$ cat src/rtl/fabric_cfg_pkg.sv
// Shared types, constants and sizing helpers for the fabric configuration loader.
package fabric_cfg_pkg;

  typedef enum logic [2:0] {
    ST_IDLE  = 3'd0,
    ST_HDR   = 3'd1,
    ST_LOAD  = 3'd2,
    ST_SHIFT = 3'd3,
    ST_CHK   = 3'd4,
    ST_LATCH = 3'd5,
    ST_DONE  = 3'd6,
    ST_ERROR = 3'd7
  } cfg_state_t;

  localparam logic [7:0] CFG_HEADER = 8'hA5;
  localparam logic [1:0] ERR_NONE   = 2'd0;
  localparam logic [1:0] ERR_HDR    = 2'd1;
  localparam logic [1:0] ERR_CSUM   = 2'd2;

  function automatic int chain_len(input int num_tiles, input int tile_bits,
                                   input int num_sbox, input int sbox_bits);
    return num_tiles * tile_bits + num_sbox * sbox_bits;
  endfunction

  function automatic int nbytes(input int len);
    return (len + 7) / 8;
  endfunction

  // Bits carried by the final payload byte (1..8).
  function automatic int last_bits(input int len);
    return len - 8 * (nbytes(len) - 1);
  endfunction

  function automatic logic [7:0] csum_update(input logic [7:0] csum, input logic [7:0] data);
    return csum ^ data;
  endfunction

endpackage

$ cat src/rtl/cfg_byte_serializer.sv
// 8-bit parallel-in serial-out shifter, LSB first, with a programmable bit count.
module cfg_byte_serializer (
  input  logic       clock,
  input  logic       reset,
  input  logic       load,
  input  logic [7:0] load_data,
  input  logic [3:0] load_bits,
  input  logic       shift,
  output logic       bit_out,
  output logic       last_bit
);

  logic [7:0] shreg_r;
  logic [3:0] bits_r;

  // Shift register and remaining-bit counter.
  always_ff @(posedge clock or posedge reset) begin
    if (reset) begin
      shreg_r <= 8'd0;
      bits_r  <= 4'd0;
    end else if (load) begin
      shreg_r <= load_data;
      bits_r  <= load_bits;
    end else if (shift && (bits_r != 4'd0)) begin
      shreg_r <= {1'b0, shreg_r[7:1]};
      bits_r  <= bits_r - 4'd1;
    end else begin
      shreg_r <= shreg_r;
      bits_r  <= bits_r;
    end
  end

  assign bit_out  = shreg_r[0];
  assign last_bit = (bits_r == 4'd1);

endmodule

$ cat src/rtl/fabric_config_loader.sv
// Loads a framed bitstream into the fabric config scan chain and latches it only after
// the header and XOR checksum have both been verified.
module fabric_config_loader
  import fabric_cfg_pkg::*;
#(
  parameter int NUM_TILES = 16,
  parameter int TILE_BITS = 33,
  parameter int NUM_SBOX  = 40,
  parameter int SBOX_BITS = 16
) (
  input  logic       clock,
  input  logic       reset,
  input  logic       start,
  input  logic       in_valid,
  input  logic [7:0] in_data,
  output logic       in_ready,
  output logic       cfg_shift_en,
  output logic       cfg_data,
  output logic       cfg_latch,
  output logic       cfg_busy,
  output logic       cfg_done,
  output logic       cfg_error,
  output logic [1:0] err_code
);

  localparam int CHAIN_LEN = chain_len(NUM_TILES, TILE_BITS, NUM_SBOX, SBOX_BITS);
  localparam int NBYTES    = nbytes(CHAIN_LEN);
  localparam int CNT_W     = $clog2(NBYTES + 1);
  localparam logic [CNT_W-1:0] NBYTES_C    = CNT_W'(NBYTES);
  localparam logic [3:0]       LAST_BITS_C = 4'(last_bits(CHAIN_LEN));

  cfg_state_t       state_r, state_s;
  logic [CNT_W-1:0] byte_cnt_r, byte_cnt_s;
  logic [7:0]       csum_r, csum_s;
  logic             done_r, done_s;
  logic             error_r, error_s;
  logic [1:0]       err_code_r, err_code_s;
  logic             in_ready_s, accept_s;
  logic             ser_load_s, ser_shift_s, ser_bit_s, ser_last_s;
  logic [3:0]       ser_bits_s;

  // Moore decode of handshake readiness.
  always_comb begin
    in_ready_s = 1'b0;
    case (state_r)
      ST_HDR, ST_LOAD, ST_CHK: in_ready_s = 1'b1;
      default:                 in_ready_s = 1'b0;
    endcase
  end

  assign accept_s = in_valid & in_ready_s;

  // Next-state, counter, checksum and sticky-status logic.
  always_comb begin
    state_s     = state_r;
    byte_cnt_s  = byte_cnt_r;
    csum_s      = csum_r;
    done_s      = done_r;
    error_s     = error_r;
    err_code_s  = err_code_r;
    ser_load_s  = 1'b0;
    ser_bits_s  = 4'd8;
    ser_shift_s = 1'b0;
    case (state_r)
      ST_IDLE, ST_DONE, ST_ERROR: begin
        if (start) begin
          done_s     = 1'b0;
          error_s    = 1'b0;
          err_code_s = ERR_NONE;
          csum_s     = 8'd0;
          byte_cnt_s = NBYTES_C;
          state_s    = ST_HDR;
        end else begin
          state_s = state_r;
        end
      end
      ST_HDR: begin
        if (accept_s) begin
          if (in_data == CFG_HEADER) begin
            state_s = ST_LOAD;
          end else begin
            error_s    = 1'b1;
            err_code_s = ERR_HDR;
            state_s    = ST_ERROR;
          end
        end else begin
          state_s = ST_HDR;
        end
      end
      ST_LOAD: begin
        if (accept_s) begin
          ser_load_s = 1'b1;
          ser_bits_s = (byte_cnt_r == CNT_W'(1)) ? LAST_BITS_C : 4'd8;
          csum_s     = csum_update(csum_r, in_data);
          byte_cnt_s = byte_cnt_r - CNT_W'(1);
          state_s    = ST_SHIFT;
        end else begin
          state_s = ST_LOAD;
        end
      end
      ST_SHIFT: begin
        ser_shift_s = 1'b1;
        if (ser_last_s) begin
          state_s = (byte_cnt_r == CNT_W'(0)) ? ST_CHK : ST_LOAD;
        end else begin
          state_s = ST_SHIFT;
        end
      end
      ST_CHK: begin
        if (accept_s) begin
          if (in_data == csum_r) begin
            state_s = ST_LATCH;
          end else begin
            error_s    = 1'b1;
            err_code_s = ERR_CSUM;
            state_s    = ST_ERROR;
          end
        end else begin
          state_s = ST_CHK;
        end
      end
      ST_LATCH: begin
        done_s  = 1'b1;
        state_s = ST_DONE;
      end
      default: state_s = ST_IDLE;
    endcase
  end

  // Control and status registers.
  always_ff @(posedge clock or posedge reset) begin
    if (reset) begin
      state_r    <= ST_IDLE;
      byte_cnt_r <= '0;
      csum_r     <= 8'd0;
      done_r     <= 1'b0;
      error_r    <= 1'b0;
      err_code_r <= ERR_NONE;
    end else begin
      state_r    <= state_s;
      byte_cnt_r <= byte_cnt_s;
      csum_r     <= csum_s;
      done_r     <= done_s;
      error_r    <= error_s;
      err_code_r <= err_code_s;
    end
  end

  cfg_byte_serializer u_ser (
    .clock     (clock),
    .reset     (reset),
    .load      (ser_load_s),
    .load_data (in_data),
    .load_bits (ser_bits_s),
    .shift     (ser_shift_s),
    .bit_out   (ser_bit_s),
    .last_bit  (ser_last_s)
  );

  assign in_ready     = in_ready_s;
  assign cfg_shift_en = (state_r == ST_SHIFT);
  // Data line held low outside SHIFT so the chain sees a quiet input.
  assign cfg_data     = (state_r == ST_SHIFT) ? ser_bit_s : 1'b0;
  assign cfg_latch    = (state_r == ST_LATCH);
  assign cfg_busy     = (state_r == ST_HDR) || (state_r == ST_LOAD) || (state_r == ST_SHIFT) ||
                        (state_r == ST_CHK) || (state_r == ST_LATCH);
  assign cfg_done     = done_r;
  assign cfg_error    = error_r;
  assign err_code     = err_code_r;

endmodule

$ cat config.mk
export PLATFORM = sky130hd
export DESIGN_NAME = fabric_config_loader
export DESIGN_NICKNAME = d
export VERILOG_FILES = /design/src/rtl/fabric_cfg_pkg.sv /design/src/rtl/cfg_byte_serializer.sv /design/src/rtl/fabric_config_loader.sv
export SDC_FILE = /design/constraint.sdc
export NUM_CORES = 1
export LEC_CHECK = 0
export BUFFER_PORTS_ARGS = -buffer_cell sky130_fd_sc_hd__buf_2
export CAP_MARGIN = 20
export CORE_ASPECT_RATIO = 1.25
export CORE_UTILIZATION = 62
export DETAILED_ROUTE_END_ITERATION = 8
export PLACE_DENSITY = 0.83
export SLEW_MARGIN = 0
export SYNTH_ARGS = -nofsm -noshare
export SYNTH_HDL_FRONTEND = slang
export SYNTH_SLANG_ARGS = --single-unit
$ cat constraint.sdc
create_clock -name clock -period 4.1 [get_ports clock]
set_input_delay 0.41 -clock clock [delete_from_list [all_inputs] [get_ports clock]]
set_output_delay 0.41 -clock clock [all_outputs]
set_load 0.03 [all_outputs]
==> results.txt, run 1 <==
The flow ran to the end, and the final reports show no timing, DRC or antenna violations. The average wire per standard cell is 14.3 um, and the final non-filler cell area is 2160 um^2. The tree is rooted in a sky130_fd_sc_hd__clkbuf_4.

At the pin with the least slew margin, the transition time is 0.605 ns. The worst path uses 52.5% of the clock period. Setup repair after global routing left no endpoint under its margin. The tools report the number of vias after detailed routing as 1601. Once placement finished, the instance area stood at 2100 um^2. For the worst setup path, the data arrival time is 2.39 ns. Yosys mapped the design onto 43 distinct sky130hd cell types. After layout, the minimum clock period comes to 2.15 ns. In this run the vertical extent of the chip is 65.3 um. Counting cells, the worst reg-to-reg path comes to 4. Detailed placement finished with a half-perimeter wire length of 2830 um. The CTS clock-pin slew for the worst setup and hold paths was 0.12 ns; the total wirelength of the detailed-routed design was 3970 um. The number of antenna violations at the first check in global routing was 0; the Yosys warning count was 0.

The logs give 27.4% for the overall track demand over capacity in global routing and 464 MHz for the maximum frequency from static timing analysis. Averaged over all synthesized cells, the footprint is 9.00 um^2. The tools report the worst-skew pair later-pin latency as 0.34 ns.

The path type of the worst setup path is reg2reg. In this run the number of H-tree levels came out at 2. The run gives 0 as the count of max-cap constraint violations. I/O pin count: 21.

The run gives 0.820 as the final weighted congestion in routability-driven placement. Once the clock tree was built, the resizer swapped 0 gates to a different size. Before antenna repair, the detailed router went through 4 iterations.

The DRC violation count after routing is 0, and the required time at the endpoint of the critical path is 4.33 ns. Capturing element type of the critical path: a register. In the synthesized netlist, the number of instances is 221.

In this run, the number of DRC markers left after iteration 0 of detailed routing was 40. Power spread over the standard cell area amounts to 690 nW/um^2. Entering global routing, the biggest net connects 36 pins.

The logs give 0.469 mV for the peak ir drop on the vdd network and 22 for the placement row count. The logs give 6890 um for the wire length of the first global-routing pass and 3000 um^2 for the area of the core. Number of failing setup endpoints in the final timing report: 0. After routing, the total negative slack on setup checks comes to 0 ns. The clock passes through at most 2 buffers.

The number of endpoints with negative hold slack in the final report was 0; the fraction of final layout cells with drive strength greater than 1 was 14.9%. Leaving out fill and tap cells, the most frequent cell in the layout is sky130_fd_sc_hd__nand2_1. The minimum setup slack after placement is 2.01 ns. The top cell types in the final layout, fill and taps aside, are 40 x sky130_fd_sc_hd__nand2_1, 35 x sky130_fd_sc_hd__dfrtp_1, 20 x sky130_fd_sc_hd__buf_2.

Critical path startpoint category: a register. The number of global-route vias before repair came out at 1589. For the portion of the post-synthesis area used by sequential elements, the log shows 44.1%. Counting the fill cells in the layout gives 257. The number of sinks driven by the clock tree was 35; the register bit total from synthesis was 35. 0 antenna diodes ended up in the layout.

The tools report the initial cell density of the core as 66.3%. Counting the buffers created by CTS gives 5. The min-delay analysis places its worst path in the category in2async. Power comes to 1.49 mW. Top fanout value on the critical path: 19. For this run, the share of the core covered by cells in the final layout is 71.9%. TritonCTS built the clock tree. The analysis attributes to cell leakage a power of 1.02 nW. The post-CTS setup repair buffer count came out at 0.

The die is 52.7 um wide. In this run the cell area of the synthesized design comes to 1990 um^2. After detailed routing, the number of vias per cell comes to 5.76. The number of buffers added to fix hold violations after cts came out at 0. The headroom to the max-slew limit was 59.7%; the overall die area was 3440 um^2. Relative to the synthesized area, the layout overhead comes to 8.43%.

In the final design database the tool counted 258 nets. For the post-detailed-route count of antenna-violating nets, the log shows 0. The final number of max-transition violations is 0. Setup slack on the critical path of the routed design comes to 1.95 ns. Counting every net in the synthesized netlist gives 238.

Clock skew on the completed layout was measured at 0.0117 ns. The number of I/O port buffers was 20; the global route total overflow was 0.
==> cell families after synthesis <==
logic type,Yosys count,share of synthesized area [%]
and+or+nand+nor,101,26.7
AOI/OAI and AO/OA,43,13.7
DFF,35,44.1
buffers and inverters,18,3.78
xor gates and xnor gates,15,6.61
adders and majority gates,5,3.15
muxes,4,2.08
==> metal layers <==
layer	global-route usage, %	vias up	part of all wire (%)
met4	11.2	0	2.3
met5	0	-	0
met1	31.8	763	44
met3	6.02	9	2.8
li1	-	801	-
met2	47.6	28	50
==> synthesized netlist by cell type <==
cell type	count	share of area, %
sky130_fd_sc_hd__o2111a_1	1	0.57
sky130_fd_sc_hd__a32oi_1	1	0.44
sky130_fd_sc_hd__a211o_1	3	1.3
sky130_fd_sc_hd__nor2_1	17	3.2
sky130_fd_sc_hd__inv_1	8	1.5
sky130_fd_sc_hd__nor3_1	4	1.0
sky130_fd_sc_hd__and2b_1	1	0.38
sky130_fd_sc_hd__and3b_1	1	0.44
sky130_fd_sc_hd__and2_1	3	0.94
sky130_fd_sc_hd__nor4_1	3	0.94
sky130_fd_sc_hd__nor2b_1	5	1.6
sky130_fd_sc_hd__dfrtp_1	35	44
sky130_fd_sc_hd__o21a_1	1	0.38
sky130_fd_sc_hd__nand3_1	9	2.3
sky130_fd_sc_hd__and3_1	2	0.63
sky130_fd_sc_hd__mux2i_1	3	1.5
sky130_fd_sc_hd__nand2_1	40	7.6
sky130_fd_sc_hd__a21oi_2	1	0.44
sky130_fd_sc_hd__a21oi_1	6	1.5
sky130_fd_sc_hd__ha_1	5	3.1
sky130_fd_sc_hd__a22oi_1	1	0.38
sky130_fd_sc_hd__o221ai_1	1	0.44
sky130_fd_sc_hd__o21ai_1	13	3.3
sky130_fd_sc_hd__xor2_1	10	4.4
sky130_fd_sc_hd__buf_2	6	1.5
sky130_fd_sc_hd__mux2_2	1	0.57
sky130_fd_sc_hd__nor4b_1	1	0.44
sky130_fd_sc_hd__and4bb_1	1	0.63
sky130_fd_sc_hd__nor4b_2	2	1.5
sky130_fd_sc_hd__o31a_1	2	0.88
sky130_fd_sc_hd__o21ai_0	9	2.3
sky130_fd_sc_hd__clkbuf_1	2	0.38
sky130_fd_sc_hd__nand3b_1	2	0.75
sky130_fd_sc_hd__nor3b_1	3	1.1
sky130_fd_sc_hd__o221a_1	1	0.57
sky130_fd_sc_hd__o32ai_1	1	0.44
sky130_fd_sc_hd__nand2b_1	4	1.3
sky130_fd_sc_hd__nor4_4	1	1.1
sky130_fd_sc_hd__and4b_1	1	0.50
sky130_fd_sc_hd__xnor2_1	5	2.2
sky130_fd_sc_hd__and4_1	1	0.44
sky130_fd_sc_hd__inv_2	2	0.38
sky130_fd_sc_hd__a21o_1	2	0.75
==> area by class of cell <==
class | count | area, um^2 | area share [%]
Sequential cell | 35 | 876 | 40.6
Clock inverter | 3 | 15.0 | 0.696
Clock buffer | 5 | 37.5 | 1.74
Multi-Input combinational cell | 168 | 1040 | 48.1
Inverter | 10 | 37.5 | 1.74
Timing Repair Buffer | 21 | 108 | 4.99
Tap cell | 36 | 45.0 | 2.09
==> per-stage QoR <==
step / hold WS, ns / std cells
final: 0.142 / 278
after global routing: 0.188 / 278
after CTS: 0.154 / 278
after detailed placement: 0.472 / 270
after global placement: 0.453 / 270
after floorplan: 0.446 / 221
==> final timing paths <==
kind	from	end	slack, ns
worst max-delay path	state_r[2]$_DFFE_PP0N_	u_ser.bits_r[0]$_DFFE_PP0P_	1.95
worst min-delay path	reset	byte_cnt_r[3]$_DFFE_PP0P_	0.14
worst max register to register	state_r[2]$_DFFE_PP0N_	u_ser.bits_r[0]$_DFFE_PP0P_	1.95
worst min register to register	csum_r[7]$_DFFE_PP0P_	csum_r[7]$_DFFE_PP0P_	0.49
max in group asynchronous	reset	csum_r[2]$_DFFE_PP0P_	3.64
min in group clock	in_data[6]	u_ser.shreg_r[6]$_DFFE_PP0P_	0.37
==> flip-flops by register name (all words and copies together), names as in the netlist <==
| signal | count |
|---|---|
| cfg_error | 1 |
| u_ser.bits_r | 4 |
| u_ser.shreg_r | 8 |
| err_code | 2 |
| cfg_done | 1 |
| csum_r | 8 |
| byte_cnt_r | 8 |
| state_r | 3 |
==> power by group <==
group,leakage (nW),switching [mW],internal (mW)
logic,0.547,0.387,0.278
registers,0.441,0.150,0.488
clock network,0.0347,0.120,0.0638
total,1.02,0.657,0.830
==> critical path: stages (launching register included) <==
cell	delay [ns]
sky130_fd_sc_hd__dfrtp_1	0.59
sky130_fd_sc_hd__nor3b_1	0.35
sky130_fd_sc_hd__and2_1	0.51
sky130_fd_sc_hd__nor2_1	0.26
sky130_fd_sc_hd__mux2_2	0.32
Note: power is estimated with default switching activity, not from simulation.
==> inputs of run 2 (changes only) <==
- CORE_UTILIZATION: 62 -> 52
- PLACE_DENSITY: 0.83 -> 0.75
- clock period: 4.1 -> 1.8 ns (I/O delays scaled with it)
==> run 2 against run 1 <==
  * The run now ends with DRC left
  * First-iteration DRC count rose by 50%
  * Wire length rose by 6.5%
  * Clock-buffer cell count rose by 2
  * Non-clock buffer count rose by 17
  * Die area rose by 19%
  * Final cell count rose by 7.2%
==> results.txt, run 2 (synthesis results as in run 1) <==
Entering global routing, the biggest net connects 36 pins. Static timing analysis puts the maximum clock frequency at 573 MHz. In the layout the commonest cells are 40 x sky130_fd_sc_hd__nand2_1, 32 x sky130_fd_sc_hd__dfrtp_1, 20 x sky130_fd_sc_hd__buf_2. In the final routed layout, each cell accounts on average for 14.2 um. Dividing total power by cell area gives a power density of 1610 nW/um^2.

The number of iterations in the first detailed-routing pass was 6. The number of endpoints with negative hold slack in the final report was 0. The largest registers in the layout are byte_cnt_r x8, csum_r x8, u_ser.shreg_r x8.

The first global-routing pass estimated 7220 um of wire. The routed layout has 1668 vias. The static power due to leakage was 1.11 nW; the area of the core was 3570 um^2. STA classifies the critical path startpoint as a register. The most common cell after layout, fill and taps aside is sky130_fd_sc_hd__nand2_1.

The min-delay analysis places its worst path in the category in2reg. The top fanout value on the critical path was 7. The transition time at the pin with the least slew margin was 0.552 ns.

The tools report the sum of internal, switching and leakage power as 3.77 mW. TritonCTS built the clock tree. STA classifies the critical path endpoint as an output pin.

Tracing the worst setup path back leads to its startpoint at state_r[0]$_DFFE_PP0N_. After global routing, the most crowded layer is met2. The run finished, with violations left. The floorplan has 24 rows. The tools report the overall track demand over capacity in global routing as 23.4%. Post-route fraction of the period consumed by the critical path: 97.0%.

The critical path data arrival time was 1.57 ns; the deepest clock path buffer count was 2. Port buffering added 20 buffers. The required time at the endpoint of the critical path is 1.62 ns, and the horizontal extent of the die is 57.3 um. The die span in y was 71.1 um. The number of CTS-inserted buffers is 5, and the mean number of vias per cell is 5.60. Once the floorplan was initialized, standard cells occupied 55.6% of the core. The met1 layer usage reported by global route was 28.9%. The logs give 40.1% for the met2 layer usage reported by global route and 62.7% for the headroom to the max-slew limit. VDD sags by at most 0.751 mV. Clock-pin slew was measured on the worst setup and hold paths at 0.07 ns. Setup violations remaining at the end of the flow were counted as 0.

The clock net in this run drives a total of 35 sinks. The logs give 0.29 ns for the worst-skew pair later-pin latency and 0 for the post-detailed-route count of antenna-violating nets. CTS placed an instance of sky130_fd_sc_hd__clkbuf_8 at the clock tree root. After global routing the overflow that remains totals 0. Compared with the post-synthesis result, the final layout area differs by 18.1%. Final weighted congestion in routability-driven placement: 0.875.

After detailed routing, the number of remaining DRC violations is 2. In this run, placement finished with an instance count of 283. The tools report the start point of the worst min-delay path as in_data[6]. The net count of the finished layout is 275.

On the final layout, the worst hold slack is 0.173 ns. On the final layout, the worst clock skew is 0.00325 ns. The first routing iteration left 60 violations.

The die covers 4080 um^2. For the number of antenna violations at the first check in global routing, the log shows 0. The final reports fail on DRC. The total wirelength of the detailed-routed design was 4220 um. The startpoint identified for the worst register-to-register timing path is state_r[1]$_DFFE_PP0N_. Fraction of final layout cells with drive strength greater than 1: 22.4%. The final number of max-transition violations was 0; the post-layout minimum cycle time was 1.75 ns. The number of non-filler instances in the completed layout was 298. The logs give 1587 for the number of global-route vias before repair and 2 for the number of H-tree levels. The number of antenna diodes in the final layout is 0. Across the run, the number of max-cap violations was 0. For met3 alone, demand over resource in global routing was 4.39%. Detailed placement finished with a half-perimeter wire length of 2970 um. The critical path is of the reg2out type. 21 I/O pins were placed.
-- run 2: changes by cell type in the layout (fill, tap and decap cells not counted), sizes merged --
| cell | change |
|---|---|
| clkinv | -2 |
| dlygate4sd3 | +1 |
| clkbuf | +2 |
| buf | +16 |
-- run 2: final timing paths --
| path | endpoint | depth (start not counted) | slack [ns] |
|---|---|---|---|
| worst min register to register | cfg_done$_DFFE_PP0P_ | 1 | 0.49 |
| worst max-delay path | in_ready | 4 | 0.05 |
| min in group asynchronous | byte_cnt_r[2]$_DFFE_PP0P_ | 4 | 0.53 |
| worst max register to register | state_r[0]$_DFFE_PP0N_ | 6 | 0.06 |
| worst min-delay path | u_ser.shreg_r[6]$_DFFE_PP0P_ | 3 | 0.17 |
| max in group asynchronous | state_r[2]$_DFFE_PP0N_ | 4 | 0.93 |
-- run 2: timing repair --
item / 4_1_cts / 5_1_grt
resized for setup: 1 / 10
hold endpoints to repair: 35 / 0
gates cloned: 0 / 0
setup endpoints to repair: 1 / 10
hold buffers: 1 / 0
pin swaps: 0 / 4
buffers inserted: 0 / 6
-- run 2: area by class of cell --
cell class	count	area, um^2
Inverter	10	37.5
Multi-Input combinational cell	168	1060
Clock inverter	1	5.00
Sequential cell	35	880
Fill cell	293	1230
Clock buffer	7	76.3
Tap cell	39	48.8
Timing Repair Buffer	38	241
-- run 2: stage by stage --
step                      cell area (um^2)  utilization (%)  TNS [ns]  setup WS (ns)
after floorplan                       1990                -         0         0.0303
after global placement                2180             61.1         0         0.0582
after detailed placement              2180             61.1         0         0.0583
after CTS                             2270             63.7         0         0.0493
after global routing                  2350             65.7   -0.0341        -0.0341
final                                 2350             65.7         0         0.0548
-- run 2: worst max-delay path: stages (launching register included) --
cell and delay, ns:
sky130_fd_sc_hd__dfrtp_2 0.46, sky130_fd_sc_hd__buf_4 0.17, sky130_fd_sc_hd__and2b_1 0.19, sky130_fd_sc_hd__o31a_1 0.28, sky130_fd_sc_hd__buf_2 0.18
-- run 2: power breakdown --
group | internal (mW) | switching [mW]
Clock | 0.271 | 0.280
Sequential | 1.12 | 0.305
Combinational | 0.796 | 1.00
Total | 2.19 | 1.59
-- run 2: routing by layer --
layer / vias to the layer above / wire [um]
met3: 9 / 154
met5: - / 0
met4: 0 / 84
met2: 38 / 2080
met1: 790 / 1900
li1: 831 / -
